$ cat config.mk
export PLATFORM = sky130hd
export DESIGN_NAME = fetch_unit_flat
export DESIGN_NICKNAME = d
export VERILOG_FILES = /design/src/rtl/fetch_unit_if.sv /design/src/rtl/fetch_unit.sv /design/src/flat_wrapper.sv
export SDC_FILE = /design/constraint.sdc
export NUM_CORES = 1
export LEC_CHECK = 0
export CORE_UTILIZATION = 48
export CTS_CLUSTER_SIZE = 24
export DETAILED_ROUTE_END_ITERATION = 12
export GPL_ROUTABILITY_DRIVEN = 0
export HOLD_SLACK_MARGIN = 0.08
export PLACE_DENSITY_LB_ADDON = 0.05
export SKIP_CTS_REPAIR_TIMING = 1
export SYNTH_ARGS = -nofsm -noshare
export SYNTH_HDL_FRONTEND = slang
export SYNTH_SLANG_ARGS = --single-unit
$ cat constraint.sdc
create_clock -name Clk -period 4 [get_ports Clk]
set_clock_uncertainty 0.1 [all_clocks]
set_input_delay 0.4 -clock Clk [delete_from_list [all_inputs] [get_ports Clk]]
set_output_delay 0.4 -clock Clk [all_outputs]
set_load 0.02 [all_outputs]
$ cat src/rtl/fetch_unit_if.sv
// Fetch-unit bundle: control-unit handshake, program-load bus and status outputs.
// master drives the control/program inputs, slave is the fetch unit itself.
interface fetch_unit_if #(
    parameter int unsigned ADDR_W = 4,
    parameter int unsigned CNT_W  = 8
);
    logic              IRload;
    logic              PCload;
    logic              Jump_SelMode;
    logic              Halt;
    logic              ProgWe;
    logic [ADDR_W-1:0] ProgAddr;
    logic [7:0]        ProgData;
    logic              ProgStart;
    logic [3:0]        IR_CU;
    logic [3:0]        Operand;
    logic [ADDR_W-1:0] PC;
    logic              Ready;
    logic [CNT_W-1:0]  InstrCount;
    logic              WriteErr;

    modport master (
        output IRload, PCload, Jump_SelMode, Halt,
        output ProgWe, ProgAddr, ProgData, ProgStart,
        input  IR_CU, Operand, PC, Ready, InstrCount, WriteErr
    );

    modport slave (
        input  IRload, PCload, Jump_SelMode, Halt,
        input  ProgWe, ProgAddr, ProgData, ProgStart,
        output IR_CU, Operand, PC, Ready, InstrCount, WriteErr
    );
endinterface

$ cat src/rtl/fetch_unit.sv
// Instruction fetch stage: program memory, PC, IR and a load/run/halt mode FSM.
// The control unit is held in reset by the top level while Ready is low.
module fetch_unit #(
    parameter int unsigned ADDR_W = 4,
    parameter int unsigned CNT_W  = 8
) (
    input logic          Clk,
    input logic          Reset,
    fetch_unit_if.slave  bus_io
);
    localparam int unsigned Depth = 2 ** ADDR_W;

    typedef enum logic [1:0] {
        StLoad   = 2'b00,
        StRun    = 2'b01,
        StHalted = 2'b10
    } state_e;

    state_e            state_q, state_d;
    logic [ADDR_W-1:0] pc_q, pc_d;
    logic [7:0]        ir_q, ir_d;
    logic [CNT_W-1:0]  cnt_q, cnt_d;
    logic              werr_q, werr_d;
    logic              mem_we;
    logic [7:0]        mem_q [Depth];
    logic [7:0]        mem_rdata;

    assign mem_rdata = mem_q[pc_q];

    always_comb begin
        state_d = state_q;
        pc_d    = pc_q;
        ir_d    = ir_q;
        cnt_d   = cnt_q;
        werr_d  = werr_q;
        mem_we  = 1'b0;

        unique case (state_q)
            StLoad, StHalted: begin
                mem_we = bus_io.ProgWe;
                if (bus_io.ProgStart) begin
                    state_d = StRun;
                    pc_d    = '0;
                    ir_d    = '0;
                    cnt_d   = '0;
                end
            end
            StRun: begin
                if (bus_io.IRload) begin
                    ir_d = mem_rdata;
                    if (cnt_q != {CNT_W{1'b1}}) begin
                        cnt_d = cnt_q + CNT_W'(1);
                    end
                end
                // Jump target comes from the IR held before this edge.
                if (bus_io.PCload) begin
                    pc_d = bus_io.Jump_SelMode ? ADDR_W'(ir_q[3:0]) : pc_q + ADDR_W'(1);
                end
                if (bus_io.ProgWe) begin
                    werr_d = 1'b1;
                end
                if (bus_io.Halt) begin
                    state_d = StHalted;
                end
            end
            default: begin
                state_d = StLoad;
                pc_d    = '0;
                ir_d    = '0;
                cnt_d   = '0;
                werr_d  = 1'b0;
            end
        endcase
    end

    always_ff @(posedge Clk) begin
        if (Reset) begin
            state_q <= StLoad;
            pc_q    <= '0;
            ir_q    <= '0;
            cnt_q   <= '0;
            werr_q  <= 1'b0;
        end else begin
            state_q <= state_d;
            pc_q    <= pc_d;
            ir_q    <= ir_d;
            cnt_q   <= cnt_d;
            werr_q  <= werr_d;
        end
    end

    // Program memory survives reset; reset only blocks a write on that edge.
    always_ff @(posedge Clk) begin
        if (!Reset && mem_we) begin
            mem_q[bus_io.ProgAddr] <= bus_io.ProgData;
        end
    end

    assign bus_io.IR_CU      = ir_q[7:4];
    assign bus_io.Operand    = ir_q[3:0];
    assign bus_io.PC         = pc_q;
    assign bus_io.Ready      = (state_q == StRun);
    assign bus_io.InstrCount = cnt_q;
    assign bus_io.WriteErr   = werr_q;
endmodule

$ cat src/flat_wrapper.sv
// flat-port wrapper written by rule: the top's interface ports become plain ports
module fetch_unit_flat 
#(
    parameter int unsigned ADDR_W = 4,
    parameter int unsigned CNT_W  = 8
)
  (Clk, Reset, bus_io_IRload, bus_io_PCload, bus_io_Jump_SelMode, bus_io_Halt, bus_io_ProgWe, bus_io_ProgAddr, bus_io_ProgData, bus_io_ProgStart, bus_io_IR_CU, bus_io_Operand, bus_io_PC, bus_io_Ready, bus_io_InstrCount, bus_io_WriteErr);
  fetch_unit_if #(.ADDR_W(ADDR_W), .CNT_W(CNT_W)) bus_io_i ();
  input logic Clk;
  input logic Reset;
  input wire logic [$bits(bus_io_i.IRload)-1:0] bus_io_IRload;
  input wire logic [$bits(bus_io_i.PCload)-1:0] bus_io_PCload;
  input wire logic [$bits(bus_io_i.Jump_SelMode)-1:0] bus_io_Jump_SelMode;
  input wire logic [$bits(bus_io_i.Halt)-1:0] bus_io_Halt;
  input wire logic [$bits(bus_io_i.ProgWe)-1:0] bus_io_ProgWe;
  input wire logic [$bits(bus_io_i.ProgAddr)-1:0] bus_io_ProgAddr;
  input wire logic [$bits(bus_io_i.ProgData)-1:0] bus_io_ProgData;
  input wire logic [$bits(bus_io_i.ProgStart)-1:0] bus_io_ProgStart;
  output wire logic [$bits(bus_io_i.IR_CU)-1:0] bus_io_IR_CU;
  output wire logic [$bits(bus_io_i.Operand)-1:0] bus_io_Operand;
  output wire logic [$bits(bus_io_i.PC)-1:0] bus_io_PC;
  output wire logic [$bits(bus_io_i.Ready)-1:0] bus_io_Ready;
  output wire logic [$bits(bus_io_i.InstrCount)-1:0] bus_io_InstrCount;
  output wire logic [$bits(bus_io_i.WriteErr)-1:0] bus_io_WriteErr;
  assign bus_io_i.IRload = bus_io_IRload;
  assign bus_io_i.PCload = bus_io_PCload;
  assign bus_io_i.Jump_SelMode = bus_io_Jump_SelMode;
  assign bus_io_i.Halt = bus_io_Halt;
  assign bus_io_i.ProgWe = bus_io_ProgWe;
  assign bus_io_i.ProgAddr = bus_io_ProgAddr;
  assign bus_io_i.ProgData = bus_io_ProgData;
  assign bus_io_i.ProgStart = bus_io_ProgStart;
  assign bus_io_IR_CU = bus_io_i.IR_CU;
  assign bus_io_Operand = bus_io_i.Operand;
  assign bus_io_PC = bus_io_i.PC;
  assign bus_io_Ready = bus_io_i.Ready;
  assign bus_io_InstrCount = bus_io_i.InstrCount;
  assign bus_io_WriteErr = bus_io_i.WriteErr;
  fetch_unit #(.ADDR_W(ADDR_W), .CNT_W(CNT_W)) u_core (.Clk(Clk), .Reset(Reset), .bus_io(bus_io_i));
endmodule
# [Yosys cells after proc, flatten, opt, wreduce, memory -nomap -nowiden]
# Memories as Yosys holds them, arrays and structs flattened. A register that Yosys moved wholly into a read port is not among the register bits.
# Cells that the tools add are included.
# Widths: inputs -> output; s select.
[classes] n_bitwise=1 n_mul=0 order_cmp=0 reduce_logical=9 n_shift=0 n_div=0 n_addsub=2 muxes=20 n_eq_ne=9
[op_table] operator="$mux 8" n=4
[op_table] operator="$pmux 8 s2" n=2
[op_table] operator="$mux 4" n=5
[op_table] operator="$ne 2x2->1 const B" n=5
[op_table] operator="$add 8x1->8 const B" n=1
[op_table] operator="$ne 8x8->1 const B" n=1
[op_table] operator="$pmux 4 s2" n=1
[op_table] operator="$reduce_and 2->1" n=4
[op_table] operator="$add 4x1->4 const B" n=1
[op_table] operator="$mux 1" n=4
[op_table] operator="$mux 2" n=2
[op_table] operator="$pmux 2 s2" n=1
[op_table] operator="$reduce_and 3->1" n=1
[op_table] operator="$eq 2x1->1 const B" n=1
[op_table] operator="$eq 2x2->1 const B" n=1
[op_table] operator="$logic_not 2->1" n=1
[op_table] operator="$ne 2x1->1 const B" n=1
[op_table] operator="$pmux 1 s2" n=1
[op_table] operator="$reduce_or 2->1" n=1
[op_table] operator="$logic_and 1x1->1" n=1
[op_table] operator="$logic_not 1->1" n=1
[op_table] operator="$not 1->1" n=1
[totals] mem_count=1 register_bits=23 ram_bits=128 rom_bits=0 wordCells=47 latch_bits=0
[memory_table] memory="u_core.mem_q" depth=16 width=8 read_ports=1 rd_clocked_by_memory_dff=1 write_ports=1 line="fetch_unit.sv:25" source="logic [7:0] mem_q [Depth];"

# [Longest topological paths before layout]
# Gate-level depths: netlist of the first run.
[logic_depth] word_depth=6 ltp_mapped=7

# [Worst setup path after synthesis of the first run]
# Ideal clock, no wire load.
[synth_path] path_type="input to register" from="input port Reset" to="memory u_core.mem_q[3][0], enable pin" arrival_ps=1585 setup_time_ps=383 t_required_ps=3517 slack_ps=1931 path_stages=4 path_cell_list="clkbuf_1 nor3b_1 nand3_1 nor3_1"
[synth_via] elab_chain_cells=4
[synth_lines] element="from (decl)" line="flat_wrapper.sv:10" source="input logic Reset;"
[synth_lines] element="$logic_not 1->1" line="fetch_unit.sv:94" source="if (!Reset && mem_we) begin"
[synth_lines] element="$logic_and 1x1->1" line="fetch_unit.sv:94"
[synth_lines] element="$mux 1" line="fetch_unit.sv:94"
[synth_lines] element="$mux 1 (not written as such)" line="fetch_unit.sv:95" source="mem_q[bus_io.ProgAddr] <= bus_io.ProgData;"
[synth_lines] element="to (decl)" line="fetch_unit.sv:25"
# No other way between the ends.

# [Final worst setup path of the first run]
[layout_path] from="register u_core.state_q[0]" to="output port bus_io_Ready"
[layout_via] elab_chain_cells=1
[layout_lines] element="from (decl)" line="fetch_unit.sv:19" source="state_e state_q, state_d;"
[layout_lines] element="from (signal assigned)" line="fetch_unit.sv:78" source="state_q <= StLoad;"
[layout_lines] element="from (signal assigned)" line="fetch_unit.sv:84" source="state_q <= state_d;"
[layout_lines] element="$eq 2x1->1" line="fetch_unit.sv:102" source="assign bus_io.Ready = (state_q == StRun);"
[layout_lines] element="to (decl)" line="flat_wrapper.sv:22" source="output wire logic [$bits(bus_io_i.Ready)-1:0] bus_io_Ready;"
# No other way between the ends.

==> results.cfg, run 1 <==
[grt]
met1_usage_pct = 28.4
grt_max_degree = 27
antenna_found_initial = 0
grt_pass1_wl_um = 18500
grt_busiest_layer = met2
met2_usage_pct = 29.9
grt.met3_usage_pct = 4.97
overflow = 0
grt_pass1_vias = 3169
grt_usage_pct = 20.0

[timing]
slew_headroom_pct = 30.1
rsz0062_at_grt = no
finalHoldViolCount = 0
finalSetupTns_ps = 0
max_freq_mhz = 409
fin_crit_sh_pct = 61.2
setup_viol = 0
drv_slew = 0
fin_crit_ps = 2450
worstMarginPinSlew_ps = 1050

[synth]
syn_area_um2 = 6180
seq_area_frac_synth_pct = 70.9
ys_async_sr_fraction_pct = 0
yosys_most_used_dff = edfxtp_1
yosys.area.top_type = edfxtp_1
syn-num-nets = 382
ys_warn_count = 0
synth_area_leaders = edfxtp_1 (62%), mux4_2 (11%), dfxtp_1 (8.7%)
syn_inst = 360
syn_area_per_cell_um2 = 17.2
yosys-top-cells-count = edfxtp_1 (128), nor2_1 (36), mux4_2 (30), dfxtp_1 (27), mux2i_1 (23)
yosysMostFrequentCell = edfxtp_1
synth_cell_types = 44
synth_edf_count = 128
yosysTopAreaCellShare_pct = 62.2
ys_seq_elements = 155

[power_and_ir_drop]
internal_power_mw = 2.85
power_density_nw_per_um2 = 480
leakagePower_nw = 2.36
netSwitchingPower_uw = 697
vdd_ir_drop_max_uv = 307
seq_power_share_pct = 50.0
swShare_pct = 19.7
pwr-share-comb_pct = 3.6
clockPowerShare_pct = 46.4

[routing]
drt-initial-drc-count = 296
wirelength_um = 12000
drt_pass1_iterations = 5
ant_nets = 0
drc = 0
num_vias = 3283
wire_per_inst_um = 20.2
vias_per_cell = 5.52

[clock_network]
cts_made_buffers = 17
cts_root_buffer = clkbuf_16
cts_tree = done
cts_max_path_buffers = 2
cts_sinks = 155
cts_max_level = 4
clk_latency_ps = 420
path_clk_slew_ps = 60

[layout]
nets = 433
syn2layout_area_growth_pct = 19.4
drive_above_1_share_pct = 16.5
diodes = 0
final_cells = 595
n_fill_cell = 966

[critical_path]
crit_start = u_core.state_q[0]
path_class = reg -> out
cpPeakStageDelay_ps = 640
setup.worst_path.end_class = primary output
critPathSlowestCell = clkdlybuf4s50_1
cp_cell_sequence = nand2b_4 -> inv_1 -> clkdlybuf4s50_1
path_delay_family = buffers and inverters
crit_arrival_ps = 1950
crit_required_ps = 3500
cp_max_fo = 10
critPathBufInv = 2
start_kind = flip-flop

[worst_hold_path]
hold_path_class = reg -> reg
min_from = u_core.ir_q[5]

[place]
dp.cells = 564
portBuffers = 41
dp_hpwl_um = 7940

[die]
core-area_um2 = 12600
dieArea_um2 = 13300
die_height_um = 115
num_rows = 41
start_util_pct = 49.2
die_w_um = 115
io_pins = 42

[outcome]
status = complete, no violations

[run]
max_cap_viol_count = 0
-- metal layers --
layer  wire (um)  share of wire [%]  up-vias
met5           0                  0        -
met4         192                1.6        0
met3         788                6.6       16
met2        5470                 46      103
met1        5550                 46     1624
li1            -                  -     1540
-- layout by cell type, fill, tap and decap left out, drive strengths merged, types with 7 or more instances in the layout --
cell type      count
edfxtp           128
clkdlybuf4s50     41
nor2              36
mux4              30
dfxtp             27
mux2i             23
clkbuf            18
nand2             15
nand2b             9
nand3              8
a21oi              8
a211o              8
buf                7
-- metrics by stage --
stage / setup WS (ps) / util, % / instance area, um2 / hold WS, ps / power (mW)
finish: 1550 / 58.8 / 7380 / 382 / 3.54
global placement: 1290 / 53.9 / 6780 / 364 / 1.93
CTS: 1540 / 58.8 / 7380 / 390 / 3.56
floorplan: 1930 / - / 6180 / 399 / 1.87
detailed placement: 1240 / 53.9 / 6780 / 377 / 1.94
global route: 1440 / 58.8 / 7380 / 416 / 3.64
-- flip-flops by register name, summed over array words and instances (netlist names), named ones only --
register / cells
u_core.bus_io.InstrCount: 8
u_core.bus_io.PC: 4
u_core.bus_io.WriteErr: 1
u_core.ir_q: 8
u_core.mem_q: 128
u_core.state_q: 2
-- power groups by stage --
stage	combinational (mW)	clock [mW]	sequential, mW
after floorplan	0.0620	0	1.80
after global placement	0.128	0	1.80
after detailed placement	0.130	0	1.81
after CTS	0.131	1.66	1.77
after global routing	0.141	1.73	1.77
final	0.128	1.64	1.77
-- cells by family after synthesis --
kind of cell	count (synthesis)	synth area share, %
AOI/OAI and AO/OA	42	5.08
xor gates and xnor gates	2	0.283
adders and majority gates	2	0.405
buffers and inverters	17	1.58
DFF	155	70.9
muxes	53	14.7
and+or+nand+nor	89	7.08
-- area by class of cell --
type | instances | area [um2] | area share, %
multi-input combinational | 188 | 1700 | 23.0
clock inverter | 13 | 175 | 2.37
sequential | 155 | 4390 | 59.4
tap | 172 | 215 | 2.91
inverter | 1 | 3.75 | 0.0508
clock buffer | 18 | 429 | 5.81
timing repair buffer | 48 | 475 | 6.44
-- worst paths after layout --
path,endpoint,slack (ps),depth (start not counted)
hold reg to reg,u_core.ir_q[5],380,1
hold / removal,u_core.ir_q[5],380,1
setup / recovery,bus_io_Ready,1550,3
setup reg to reg,u_core.ir_q[1],1640,5
No activity file was read; power rests on OpenSTA's default activity.
==> inputs of run 2 (changes only) <==
==> constraint.sdc (replaced) <==
create_clock -name Clk -period 2.25 [get_ports Clk]
set_clock_uncertainty 0.1 [all_clocks]
set_input_delay 0.225 -clock Clk [delete_from_list [all_inputs] [get_ports Clk]]
set_output_delay 0.225 -clock Clk [all_outputs]
set_load 0.02 [all_outputs]
==> run 2 against run 1 <==
Against the previous run: clock-buffer cell count unchanged; final cell count up 3.5%; combinational power is 95% higher; flip-flop and latch count unchanged; register-to-register slack got worse by 1400 ps.
==> results.cfg, run 2 (same netlist as run 1, synthesis figures left out) <==
[clock_network]
cts_sinks = 155
cts_root_buffer = clkbuf_16
cts_max_path_buffers = 2
cts_tree = done
path_clk_slew_ps = 60
clk_latency_ps = 420
cts_made_buffers = 17
cts_max_level = 4

[place]
preCtsSetupSlack_ps = 170
dp_hpwl_um = 8490
dp.cells = 584
portBuffers = 41

[critical_path]
critPathSlowestCell = clkdlybuf4s50_1
cpPeakStageDelay_ps = 640
crit_required_ps = 1920
cp_max_fo = 7
cp_cell_sequence = nand2b_4 -> inv_1 -> clkdlybuf4s50_1
path_class = reg -> out
crit_arrival_ps = 1820
path_delay_family = buffers and inverters
rrSetupSlack_ps = 250
critPathBufInv = 2
setup.worst_path.end_class = primary output
start_kind = flip-flop

[outcome]
status = complete, no violations

[timing]
slew_headroom_pct = 49.7
fin_crit_ps = 2140
fin_ws_ps = 107
finalHoldViolCount = 0
setup_viol = 0
drv_slew = 0
finalSetupTns_ps = 0
rsz0062_at_grt = no
max_freq_mhz = 467
worstMarginPinSlew_ps = 753
fin_crit_sh_pct = 95.2
hold_ws_ps = 364

[power_and_ir_drop]
leakagePower_nw = 2.48
vdd_ir_drop_max_uv = 589
power_density_nw_per_um2 = 833

[die]
start_util_pct = 49.2
num_rows = 41
io_pins = 42
core-area_um2 = 12600
dieArea_um2 = 13300
die_w_um = 115
die_height_um = 115

[run]
max_cap_viol_count = 0

[routing]
drt_pass1_iterations = 4
num_vias = 3354
drt-initial-drc-count = 271
vias_per_cell = 5.44
drc = 0
ant_nets = 0
wirelength_um = 12600
wire_per_inst_um = 20.5

[layout]
largest_reg_flops = 128
largest_register = u_core.mem_q
nets = 453
final_util_pct = 60.3
diodes = 0
mostFrequentLayoutCells = edfxtp_1 (128), clkdlybuf4s50_1 (41), nor2_1 (36)
syn2layout_area_growth_pct = 22.5
final_common_cell = edfxtp_1
final_cells = 616
drive_above_1_share_pct = 20.5

[grt]
grt_pass1_vias = 3367
grt_max_degree = 18
grt_pass1_wl_um = 19300
antenna_found_initial = 0
overflow = 0
grt_usage_pct = 21.0

[worst_hold_path]
hold_path_class = in -> reg
[run 2: cell types whose count changed in the layout (fill, tap and decap cells not counted)]
cell / before / now
buf_12: 1 / 4
buf_4: 6 / 23
clkinv_4: 1 / 0
clkinv_2: 3 / 5
[run 2: final cells by class]
type                       count  area [um2]
clock inverter                14         176
inverter                       1        3.75
sequential                   155        4390
clock buffer                  18         429
timing repair buffer          68         663
multi-input combinational    188        1700
tap                          172         215
fill                         950        4990
[run 2: worst register-to-register path, delay by kind of cell (launching register included)]
kind	cells	cell delay (ps)
and+or+nand+nor	1	70
DFF	1	490
buffers and inverters	2	400
AOI/OAI and AO/OA	3	830
[run 2: per-stage QoR]
step                      power, mW  instance area (um2)
after floorplan                3.32                 6180
after global placement         3.45                 6970
after detailed placement       3.46                 6970
after CTS                      6.37                 7570
after global routing           6.51                 7570
final                          6.31                 7570
[run 2: final timing paths]
check | from | end | depth (start not counted)
min reg2reg | u_core.bus_io.InstrCount[6] | u_core.bus_io.InstrCount[6] | 2
max | u_core.state_q[0] | bus_io_Ready | 3
max reg2reg | flip-flop | u_core.ir_q[1] | 6
min | bus_io_Halt | u_core.state_q[1] | 3
[run 2: where the power goes]
group / internal, mW / switching [mW] / total [mW]
Sequential: 3.13 / 0.0159 / 3.14
Combinational: 0.105 / 0.144 / 0.249
Clock: 1.84 / 1.07 / 2.91
Total: 5.07 / 1.24 / 6.31
[run 2: per-layer routing]
metal | GRT usage (%) | vias to the layer above | wire length, um
li1 | - | 1568 | -
met1 | 29.4 | 1683 | 5990
met2 | 32.3 | 89 | 5890
met3 | 4.55 | 14 | 500
met4 | 8.83 | 0 | 221
met5 | 0 | - | 0
==> inputs of run 3 (changes only) <==
--- a/config.mk
+++ b/config.mk
@@ -5,12 +5,13 @@
 export SDC_FILE = /design/constraint.sdc
 export NUM_CORES = 1
 export LEC_CHECK = 0
-export CORE_UTILIZATION = 48
+export CORE_UTILIZATION = 40
 export CTS_CLUSTER_SIZE = 24
 export DETAILED_ROUTE_END_ITERATION = 12
 export GPL_ROUTABILITY_DRIVEN = 0
 export HOLD_SLACK_MARGIN = 0.08
 export PLACE_DENSITY_LB_ADDON = 0.05
+export SETUP_SLACK_MARGIN = 0.4
 export SKIP_CTS_REPAIR_TIMING = 1
 export SYNTH_ARGS = -nofsm -noshare
 export SYNTH_HDL_FRONTEND = slang
==> run 3 against run 2 <==
Against the previous run: non-clock buffer count up 4; total power down 1.6%; first-iteration DRC count down 18%; global-route usage down 2.5 points; clock power down 4%; final cell count up 3.2%; via count up 3.0%; highest routed layer unchanged.
==> results.cfg, run 3 (same netlist as run 1, synthesis figures left out) <==
[outcome]
status = complete, no violations

[clock_network]
cts_max_level = 4
cts_made_buffers = 17
cts_root_buffer = clkbuf_16
cts_max_path_buffers = 2
cts_sinks = 155
clk_latency_ps = 420
path_clk_slew_ps = 60
cts_tree = done

[die]
num_rows = 45
start_util_pct = 40.8
die_height_um = 126
die_w_um = 126
io_pins = 42
core-area_um2 = 15100
dieArea_um2 = 16000

[grt]
overflow = 0
grt_pass1_wl_um = 21100
grt_usage_pct = 18.5
antenna_found_initial = 0
grt_pass1_vias = 3493
grt_max_degree = 28

[layout]
mostFrequentLayoutCells = edfxtp_1 (128), nor2_1 (36), clkdlybuf4s50_1 (36)
largest_register = u_core.mem_q
nets = 457
n_fill_cell = 1268
diodes = 0
syn2layout_area_growth_pct = 24.2
final_util_pct = 50.7
largest_reg_flops = 128
final_cells = 636
final_common_cell = edfxtp_1
drive_above_1_share_pct = 23.2

[power_and_ir_drop]
vdd_ir_drop_max_uv = 497
power_mw = 6.21
leakagePower_nw = 2.59
power_density_nw_per_um2 = 808

[timing]
setup_viol = 0
fin_crit_ps = 1890
worstMarginPinSlew_ps = 708
slew_headroom_pct = 52.7
fin_crit_sh_pct = 84.1
finalHoldViolCount = 0
drv_slew = 0
fin_ws_ps = 357
max_freq_mhz = 528
finalSetupTns_ps = 0
rsz0062_at_grt = yes

[place]
dp.cells = 601
portBuffers = 41
preCtsSetupSlack_ps = 140
dp_hpwl_um = 8980

[routing]
wire_per_inst_um = 21.5
num_vias = 3456
vias_per_cell = 5.43
drt_pass1_iterations = 4
drc = 0
drt-initial-drc-count = 223
ant_nets = 0
wirelength_um = 13700

[critical_path]
path_class = reg -> reg
critPathSlowestCell = mux4_2
setup.worst_path.end_class = flip-flop
path_delay_family = multiplexers
cp_max_fo = 12
start_kind = flip-flop
crit_arrival_ps = 2090
cpPeakStageDelay_ps = 580
critPathBufInv = 1
crit_required_ps = 2450
cp_cell_sequence = buf_12 -> mux4_2 -> mux2i_1 -> nor2_1 -> a221o_1

[run]
max_cap_viol_count = 0

[worst_hold_path]
hold_path_class = reg -> reg
run 3: path summary, 6_finish.rpt:
check | start | to | slack, ps | cells after the start
min reg2reg | u_core.ir_q[4] | u_core.ir_q[4] | 390 | 1
min | u_core.ir_q[4] | u_core.ir_q[4] | 390 | 1
max | flip-flop | u_core.ir_q[1] | 360 | 5
max reg2reg | flip-flop | u_core.ir_q[1] | 360 | 5
run 3: layout make-up:
type                            count  area (um2)  share of cell area [%]
Sequential cell                   155        4390                    57.2
Timing Repair Buffer               72         728                    9.49
Clock inverter                     15         156                    2.04
Inverter                            1        3.75                  0.0489
Multi-Input combinational cell    188        1740                    22.6
Clock buffer                       17         425                    5.54
Tap cell                          188         235                    3.06
run 3: through the flow:
stage	area [um2]	hold WS [ps]
2_1_floorplan	6200	224
3_3_place_gp	6990	372
3_5_place_dp	6990	371
4_1_cts	7570	378
5_1_grt	7680	406
6_report	7680	391
run 3: worst register-to-register path, delay by kind of cell (launching register included):
| kind | cells | cell delay, ps |
|---|---|---|
| buffers and inverters | 1 | 180 |
| muxes | 2 | 760 |
| DFF | 1 | 430 |
| and+or+nand+nor | 1 | 60 |
| AOI/OAI and AO/OA | 1 | 260 |
run 3: layer usage:
layer,vias up,track usage (%),part of all wire (%)
li1,1579,-,-
met3,18,4.22,6.5
met1,1738,26.5,47
met2,121,27.3,45
met4,0,7.80,2.0
met5,-,0,0
run 3: power breakdown:
group | total, mW | internal (mW) | switching (mW)
logic | 0.259 | 0.110 | 0.149
clock network | 2.80 | 1.72 | 1.08
registers | 3.15 | 3.13 | 0.0183
total | 6.21 | 4.96 | 1.25
